===== src/rtl/pcileech_pcie_rst_seq.sv =====
// pcileech_pcie_rst_seq
// PCIe reset sequencer for the 75T-484 x1 boards. PERST# and link-up are
// synchronized, PERST# release is debounced, then the core reset is held for
// a fixed window before waiting for the link to train.
//
// Optional feature macro: PCILEECH_RST_LINK_WATCHDOG_EN
//   defined   : WAIT_LINK times out, re-pulses reset up to PARAM_MAX_RETRY
//               times, then parks in FAIL with link_fail set.
//   undefined : WAIT_LINK waits forever; retry_cnt and link_fail stay 0.
module pcileech_pcie_rst_seq #(
  parameter logic [15:0] PARAM_DEBOUNCE_CYCLES = 16'd1024,
  parameter logic [15:0] PARAM_HOLD_CYCLES     = 16'd16,
  parameter logic [31:0] PARAM_LINK_TIMEOUT    = 32'd100_000_000,
  parameter logic [1:0]  PARAM_MAX_RETRY       = 2'd3
) (
  input  logic       clk,
  input  logic       rst_n,
  input  logic       pcie_perst_n,
  input  logic       pcie_lnk_up,
  output logic       pcie_reset,
  output logic       ready,
  output logic       link_fail,
  output logic [1:0] retry_cnt,
  output logic [2:0] seq_state
);

  typedef enum logic [2:0] {
    ST_RESET     = 3'd0,
    ST_DEBOUNCE  = 3'd1,
    ST_HOLD      = 3'd2,
    ST_WAIT_LINK = 3'd3,
    ST_UP        = 3'd4,
    ST_FAIL      = 3'd5
  } state_t;

  // Terminal counts, compared against the zero-extended 32-bit counter.
  localparam logic [31:0] DEB_LAST  = {16'd0, PARAM_DEBOUNCE_CYCLES} - 32'd1;
  localparam logic [31:0] HOLD_LAST = {16'd0, PARAM_HOLD_CYCLES} - 32'd1;
`ifdef PCILEECH_RST_LINK_WATCHDOG_EN
  localparam logic [31:0] LINK_LAST = PARAM_LINK_TIMEOUT - 32'd1;
`else
  // Timeout/retry parameters have no effect without the watchdog.
  logic unused_cfg;
  assign unused_cfg = ^{PARAM_LINK_TIMEOUT, PARAM_MAX_RETRY};
`endif

  state_t      state_q, state_d;
  logic [31:0] cnt_q, cnt_d;
  logic [1:0]  retry_d;
  logic        fail_d;

  logic perst_p0, perst_s;
  logic lnk_p0, lnk_s;

  // Stage p0 -> s: two-flop synchronizers for the asynchronous pad inputs.
  always_ff @(posedge clk or negedge rst_n) begin
    if (!rst_n) begin
      perst_p0 <= 1'b0;
      perst_s  <= 1'b0;
      lnk_p0   <= 1'b0;
      lnk_s    <= 1'b0;
    end else begin
      perst_p0 <= pcie_perst_n;
      perst_s  <= perst_p0;
      lnk_p0   <= pcie_lnk_up;
      lnk_s    <= lnk_p0;
    end
  end

  // Next-state, counter and retry bookkeeping.
  always_comb begin
    state_d = state_q;
    cnt_d   = cnt_q;
    retry_d = retry_cnt;
    fail_d  = link_fail;
    if ((state_q != ST_RESET) && !perst_s) begin
      // PERST# re-asserted: restart from RESET, clearing its bookkeeping on
      // entry so the status outputs are clean on the same edge.
      state_d = ST_RESET;
      cnt_d   = '0;
      retry_d = '0;
      fail_d  = 1'b0;
    end else begin
      case (state_q)
        ST_RESET: begin
          cnt_d   = '0;
          retry_d = '0;
          fail_d  = 1'b0;
          if (perst_s) state_d = ST_DEBOUNCE;
        end
        ST_DEBOUNCE: begin
          if (cnt_q == DEB_LAST) begin
            state_d = ST_HOLD;
            cnt_d   = '0;
          end else begin
            cnt_d = cnt_q + 32'd1;
          end
        end
        ST_HOLD: begin
          if (cnt_q == HOLD_LAST) begin
            state_d = ST_WAIT_LINK;
            cnt_d   = '0;
          end else begin
            cnt_d = cnt_q + 32'd1;
          end
        end
        ST_WAIT_LINK: begin
          if (lnk_s) begin
            // Link-up wins over a coincident timeout.
            state_d = ST_UP;
            cnt_d   = '0;
          end
`ifdef PCILEECH_RST_LINK_WATCHDOG_EN
          else if (cnt_q == LINK_LAST) begin
            cnt_d = '0;
            if (retry_cnt < PARAM_MAX_RETRY) begin
              retry_d = retry_cnt + 2'd1;
              state_d = ST_HOLD;
            end else begin
              fail_d  = 1'b1;
              state_d = ST_FAIL;
            end
          end else begin
            cnt_d = cnt_q + 32'd1;
          end
`endif
        end
        ST_UP: begin
          if (!lnk_s) begin
            state_d = ST_WAIT_LINK;
            cnt_d   = '0;
          end
        end
        ST_FAIL: begin
          state_d = ST_FAIL;
        end
        default: begin
          state_d = ST_RESET;
          cnt_d   = '0;
        end
      endcase
    end
`ifndef PCILEECH_RST_LINK_WATCHDOG_EN
    retry_d = '0;
    fail_d  = 1'b0;
`endif
  end

  // State register and counter.
  always_ff @(posedge clk or negedge rst_n) begin
    if (!rst_n) begin
      state_q <= ST_RESET;
      cnt_q   <= '0;
    end else begin
      state_q <= state_d;
      cnt_q   <= cnt_d;
    end
  end

  // Registered outputs decoded from the next state, so they move on the
  // same edge as the state register.
  always_ff @(posedge clk or negedge rst_n) begin
    if (!rst_n) begin
      pcie_reset <= 1'b1;
      ready      <= 1'b0;
      link_fail  <= 1'b0;
      retry_cnt  <= '0;
      seq_state  <= ST_RESET;
    end else begin
      pcie_reset <= (state_d == ST_RESET) || (state_d == ST_DEBOUNCE) ||
                    (state_d == ST_HOLD);
      ready      <= (state_d == ST_UP);
      link_fail  <= fail_d;
      retry_cnt  <= retry_d;
      seq_state  <= state_d;
    end
  end

endmodule


===== config.mk =====
export PLATFORM = sky130hd
export DESIGN_NAME = pcileech_pcie_rst_seq
export DESIGN_NICKNAME = d
export VERILOG_FILES = /design/src/rtl/pcileech_pcie_rst_seq.sv
export SDC_FILE = /design/constraint.sdc
export NUM_CORES = 1
export LEC_CHECK = 0
export ABC_AREA = 1
export CORE_ASPECT_RATIO = 0.7
export CORE_MARGIN = 2
export CORE_UTILIZATION = 62
export DETAILED_ROUTE_END_ITERATION = 10
export DONT_BUFFER_PORTS = 1
export PLACE_DENSITY = 0.78
export SYNTH_ARGS = -nofsm -noshare
export SYNTH_HDL_FRONTEND = slang
export SYNTH_SLANG_ARGS = --single-unit

===== constraint.sdc =====
create_clock -name clk -period 1.9 [get_ports clk]
set_input_delay 0.38 -clock clk [delete_from_list [all_inputs] [get_ports clk]]
set_output_delay 0.38 -clock clk [all_outputs]
set_load 0.1 [all_outputs]

==> results of run 1 <==
what timing repair did:
item,in CTS,in global routing
gates resized for setup,0,1
endpoints found under the hold margin,41,0
endpoints found under the setup margin,0,6
hold buffers,2,0
state kept, by name, summed over array words and instances (netlist names):
signal and flops:
pcie_reset 1, perst_s 1, perst_p0 1, lnk_s 1, seq_state 3, lnk_p0 1, cnt_q 32, ready 1
through the flow:
step / util [%] / setup WS (ps) / total power [mW]
global route: 70.82 / 21.26 / 2.407
floorplan: - / 216.1 / 1.422
finish: 70.82 / 132.3 / 2.333
detailed placement: 67.37 / 109.2 / 1.566
global placement: 67.37 / 220.1 / 1.555
CTS: 70.76 / 89.44 / 2.320
metal layers:
layer / part of all wire (%) / wire length [um] / vias to the layer above
met5: 0 / 0 / -
met4: 0.96 / 75 / 0
met3: 11 / 823 / 9
met2: 40 / 3102 / 144
met1: 49 / 3774 / 1268
li1: - / - / 1374
cells by family (layout without fill, tap and decap cells):
kind of cell             after synthesis  in the layout  synth area share, %
buffers and inverters                 59             67                8.962
adder cells (fa/ha/maj)                1              1               0.4308
AND/OR/NAND/NOR                      250            250                38.99
AO/OA/AOI/OAI                         61             61                13.70
flip-flops                            41             41                35.37
XOR/XNOR                               8              8                2.413
other                                  1              3               0.1291
power by group through the flow:
| stage | Combinational (mW) | Sequential [mW] | Clock, mW |
|---|---|---|---|
| 3_3_place_gp | 0.594 | 0.961 | 0 |
| 3_5_place_dp | 0.601 | 0.964 | 0 |
| 6_report | 0.643 | 0.948 | 0.742 |
| 2_1_floorplan | 0.388 | 1.03 | 0 |
| 5_1_grt | 0.676 | 0.953 | 0.778 |
| 4_1_cts | 0.627 | 0.947 | 0.746 |
how the worst min path moves through the flow:
| stage | end | startpoint | slack, ps |
|---|---|---|---|
| after global placement | cnt_q[31] | rst_n | 90 |
| after detailed placement | cnt_q[31] | rst_n | 90 |
| after floorplan | cnt_q[0] | rst_n | 80 |
| after global routing | perst_p0 | pcie_perst_n | 90 |
| after CTS | perst_p0 | pcie_perst_n | 100 |
| final | perst_p0 | pcie_perst_n | 100 |
final cells by class:
class                   instances  area (um2)  area share, %
multi-input cells             323        1632          52.01
flip-flops and latches         41        1031          32.87
inverters                      46       172.7          5.505
repair buffers                 13       112.6          3.590
clock buffers                   6       82.58          2.633
well taps                      55       68.82          2.194
clock inverters                 2       37.54          1.197
cells in the mapped netlist (3+ instances only):
library cell,count
buf_2,7
nand3_2,4
nor2_1,61
nand2_1,134
nand2_2,6
a21oi_1,6
xor2_1,8
o21ai_0,7
nand3_1,27
nand2_4,4
dfrtp_1,40
inv_1,38
inv_2,8
nor2_2,3
o2111ai_1,19
o21ai_1,21
a31oi_1,3
buf_4,4
nor2_4,7
o22ai_1,3
==> results.yml, run 1 <==
run_status:
  outcome: "finished, violations left"
  violations: "DRC"
worst_setup_path:
  worstSetupPathType: "reg2reg"
  worstSetupEndpoint: "cnt_q[2]"
  worstSetupStartpointType: "register"
  end_kind: "register"
  cp.required_ps: 2090
  worst-path-buf-inv: 1
  r2r-start: "cnt_q[0]"
  slowest_stage: "dfrtp_1"
  ff2ff_setup_slack_ps: 130
  r2r-end: "cnt_q[2]"
  crit_chain: "ha_2, inv_2, nor2_8, nand2_4, nor2_4, nand2_2, nand2_4, nand2_4, a21oi_4, nor2_1"
  crit_start: "cnt_q[0]"
  cp_common_cell: "nand2_4"
  cp.arrival_ps: 1960
  r2r_cells: 10
  worst-path-stages: 10
  cp_slowest_stage_delay_ps: 440
  critPathTopFamily: "simple AND/OR/NAND/NOR gates"
  crit_fanout: 6
cts:
  cts.clk_slew.worst_paths_ps: 90
  post_cts_buffers: 0
  cts_tree: "done"
  cts_max_path_buffers: 2
  root_buffer: "clkbuf_8"
  h-tree-depth: 2
  cts_sinks: 41
  insertion_delay_ps: 300
  numCtsBuffers: 5
pwr:
  intPower_mw: 1.493
  switching_share_pct: 36.02
  power_frac_clock_pct: 31.8
  p_leak_nw: 1.422
  switching_power_uw: 840.5
  peakVddDrop_mv: 0.5371
  powerDensity_nw_per_um2: 743.9
  p_seq_share_pct: 40.6
  combPwrFrac_pct: 27.6
placement:
  dp.cells: 476
  postPlaceCellArea_um2: 2984
  hpwl_mm: 5.941
  io_buffers: 0
  routabilityCongestion: 0.9459
global_routing:
  grtUsageMet1_pct: 48.57
  globalRouteMet2Util_pct: 45.65
  track_usage_pct: 31.93
  antenna_found_initial: 0
  grt_util_met3_pct: 8.311
  grt-ovfl-total: 0
  grt_pass1_wl_mm: 12.64
  grt_pass1_vias: 2437
  grt_max_degree: 42
  busiest_layer: "met1"
yosys:
  yosys-top-cells-area: "dfrtp_1 (34%), nand2_1 (17%), nor2_1 (7.9%)"
  synth_top_cell_area_share_pct: 34.47
  yosys_warnings: 0
  synth_edf_count: 0
  ys.flop_type: "dfrtp_1"
  yosysSeqAreaShare_pct: 35.37
  ys_ff_latch: 41
  yosysTopAreaCell: "dfrtp_1"
  synth.avg_cell_area_um2: 6.898
  synthCells: 421
  synth_cell_types: 29
  synthesis.area_um2: 2904
  async_flop_share_pct: 100.0
worst_hold_path:
  min_path_cells: 0
  hold_class: "in2reg"
flow_run:
  drv_cap: 0
drt:
  drt_iter0_markers: 269
  firstDrtPassIters: 8
  wl_per_cell_um: 16.00
  detail-route-antenna-nets: 0
  wirelength_mm: 7.776
  num_vias: 2795
  viasPerCell: 5.751
  drcViolationCount: 2
die:
  start_util_pct: 65.56
  die-area_um2: 5256
  die_w_um: 85.80
  rows: 20
  die_h_um: 61.26
  io_pins: 12
  core_area_um2: 4429
sta:
  fmax_mhz: 565.7
  setup_tns_ps: 0
  worst_hold_slack_ps: 101.8
  maxSlewViolCount: 0
  min_period_over_period_pct: 93.03
  setup_violations: 0
  finalCriticalPeriod_ps: 1768
  rsz0062_at_grt: "no"
  final-hold-violation-count: 0
  fin_skew_ps: 10.69
cells_and_area:
  antenna_cells: 0
  fin_nets: 435
  fin_cells: 486
  drive_gt1_share_pct: 14.39
  layout_commonest_cell: "nand2_1"
  fillers: 387
  syn2layout_area_growth_pct: 8.014
  final_design_area_no_fill_um2: 3137
  final_cell_mix: "nand2_1 (134), nor2_1 (61), inv_1 (38), dfrtp_1 (37), nand3_1 (27)"
Power figures use the tool's default switching activity.
==> run 2, diff against run 1 <==
==> constraint.sdc (replaced) <==
create_clock -name clk -period 1.9 [get_ports clk]
set_input_delay 0.19 -clock clk [delete_from_list [all_inputs] [get_ports clk]]
set_output_delay 0.19 -clock clk [all_outputs]
set_load 0.1 [all_outputs]
==> results.yml, run 2 (synthesis results as in run 1) <==
run_status:
  outcome: "finished, violations left"
  violations: "DRC"
worst_setup_path:
  slowest_stage: "dfrtp_1"
  crit_chain: "ha_2, inv_2, nor2_8, nand2_4, nor2_4, nand2_2, nand2_4, nand2_4, a21oi_4, nor2_1"
  worstSetupPathType: "reg2reg"
  r2r-start: "cnt_q[0]"
  cp.required_ps: 2090
  crit_fanout: 6
  cp.arrival_ps: 1950
  worstSetupStartpointType: "register"
  worst-path-stages: 10
  worstSetupEndpoint: "cnt_q[2]"
  worst-path-buf-inv: 1
  critPathTopFamily: "simple AND/OR/NAND/NOR gates"
  crit_start: "cnt_q[0]"
  cp_common_cell: "nand2_4"
  r2r-end: "cnt_q[2]"
  ff2ff_setup_slack_ps: 140
  end_kind: "register"
  r2r_cells: 10
  cp_slowest_stage_delay_ps: 440
placement:
  dp.cells: 476
  pre_cts_slack_ps: 109.2
  hpwl_mm: 5.941
  io_buffers: 0
  routabilityCongestion: 0.9459
  postPlaceCellArea_um2: 2984
cts:
  cts_max_path_buffers: 2
  cts_sinks: 41
  root_buffer: "clkbuf_8"
  insertion_delay_ps: 290
  post_cts_buffers: 0
  cts.clk_slew.worst_paths_ps: 80
  numCtsBuffers: 5
  h-tree-depth: 2
  cts_tree: "done"
sta:
  maxSlewViolCount: 0
  setup_violations: 0
  setup_tns_ps: 0
  finalCriticalPeriod_ps: 1762
  worst_hold_slack_ps: 355.9
  rsz0062_at_grt: "no"
  setup_slack_ps: 138.4
  final-hold-violation-count: 0
  fmax_mhz: 567.7
  fin_skew_ps: 7.884
  min_period_over_period_pct: 92.72
drt:
  detail-route-antenna-nets: 0
  drcViolationCount: 1
  num_vias: 2810
  wirelength_mm: 7.804
  drt_iter0_markers: 329
  wl_per_cell_um: 15.99
  firstDrtPassIters: 10
  viasPerCell: 5.758
pwr:
  peakVddDrop_mv: 0.5350
  p_total_mw: 2.342
  switching_power_uw: 846.9
  p_seq_share_pct: 40.5
  power_frac_clock_pct: 31.8
  switching_share_pct: 36.15
  p_leak_nw: 1.430
  combPwrFrac_pct: 27.7
  intPower_mw: 1.496
  powerDensity_nw_per_um2: 742.0
cells_and_area:
  drive_gt1_share_pct: 14.32
  final_design_area_no_fill_um2: 3157
  antenna_cells: 0
  final_cell_mix: "nand2_1 (134), nor2_1 (61), inv_1 (38), dfrtp_1 (37), nand3_1 (27)"
  fin_nets: 437
  syn2layout_area_growth_pct: 8.703
  fin_cells: 488
  largest_register_ff_count: 32
  top_register: "cnt_q"
  largest_registers: "cnt_q x32, seq_state x3"
  layout_commonest_cell: "nand2_1"
  final_util_pct: 71.27
die:
  rows: 20
  io_pins: 12
  start_util_pct: 65.56
  die-area_um2: 5256
  die_w_um: 85.80
  core_area_um2: 4429
  die_h_um: 61.26
worst_hold_path:
  hold_class: "reg2reg"
  min_path_cells: 0
global_routing:
  grt_max_degree: 42
  grt_pass1_vias: 2446
  track_usage_pct: 31.93
  grt_pass1_wl_mm: 12.64
  antenna_found_initial: 0
  grt-ovfl-total: 0
flow_run:
  drv_cap: 0
## run 2: cell count changes in the layout (fill, tap and decap cells not counted), sizes merged
cell | before | now
dlygate4sd3 | 1 | 3
## run 2: metal layers
layer	up-vias	wire [um]	global-route usage [%]
met2	128	3151	45.65
met1	1293	3840	48.48
met3	6	754	8.311
li1	1383	-	-
met4	0	57	7.483
met5	-	0	0
## run 2: power by group through the flow
stage / clock network, mW / logic, mW / registers (mW)
final: 0.745 / 0.649 / 0.949
after global routing: 0.778 / 0.678 / 0.953
after CTS: 0.746 / 0.631 / 0.947
after detailed placement: 0 / 0.601 / 0.964
after global placement: 0 / 0.594 / 0.961
after floorplan: 0 / 0.388 / 1.03
## run 2: worst min-delay path by stage
| stage | start | endpoint | slack, ps |
|---|---|---|---|
| floorplan | rst_n | cnt_q[0] | -110 |
| global placement | rst_n | cnt_q[31] | -100 |
| detailed placement | rst_n | cnt_q[31] | -100 |
| CTS | lnk_p0 | lnk_s | 350 |
| global route | perst_p0 | perst_s | 370 |
| finish | lnk_p0 | lnk_s | 360 |
## run 2: cell type report
class                   count  area [um2]
fillers                   381        1272
flip-flops and latches     41        1031
multi-input cells         323        1632
inverters                  46       172.7
repair buffers             15       132.6
clock buffers               6       82.58
clock inverters             2       37.54
well taps                  55       68.82
## run 2: repair_timing
action | CTS | global route
endpoints found under the hold margin | 43 | 0
gates resized for setup | 0 | 1
setup endpoints to repair | 0 | 6
hold buffers | 4 | 0
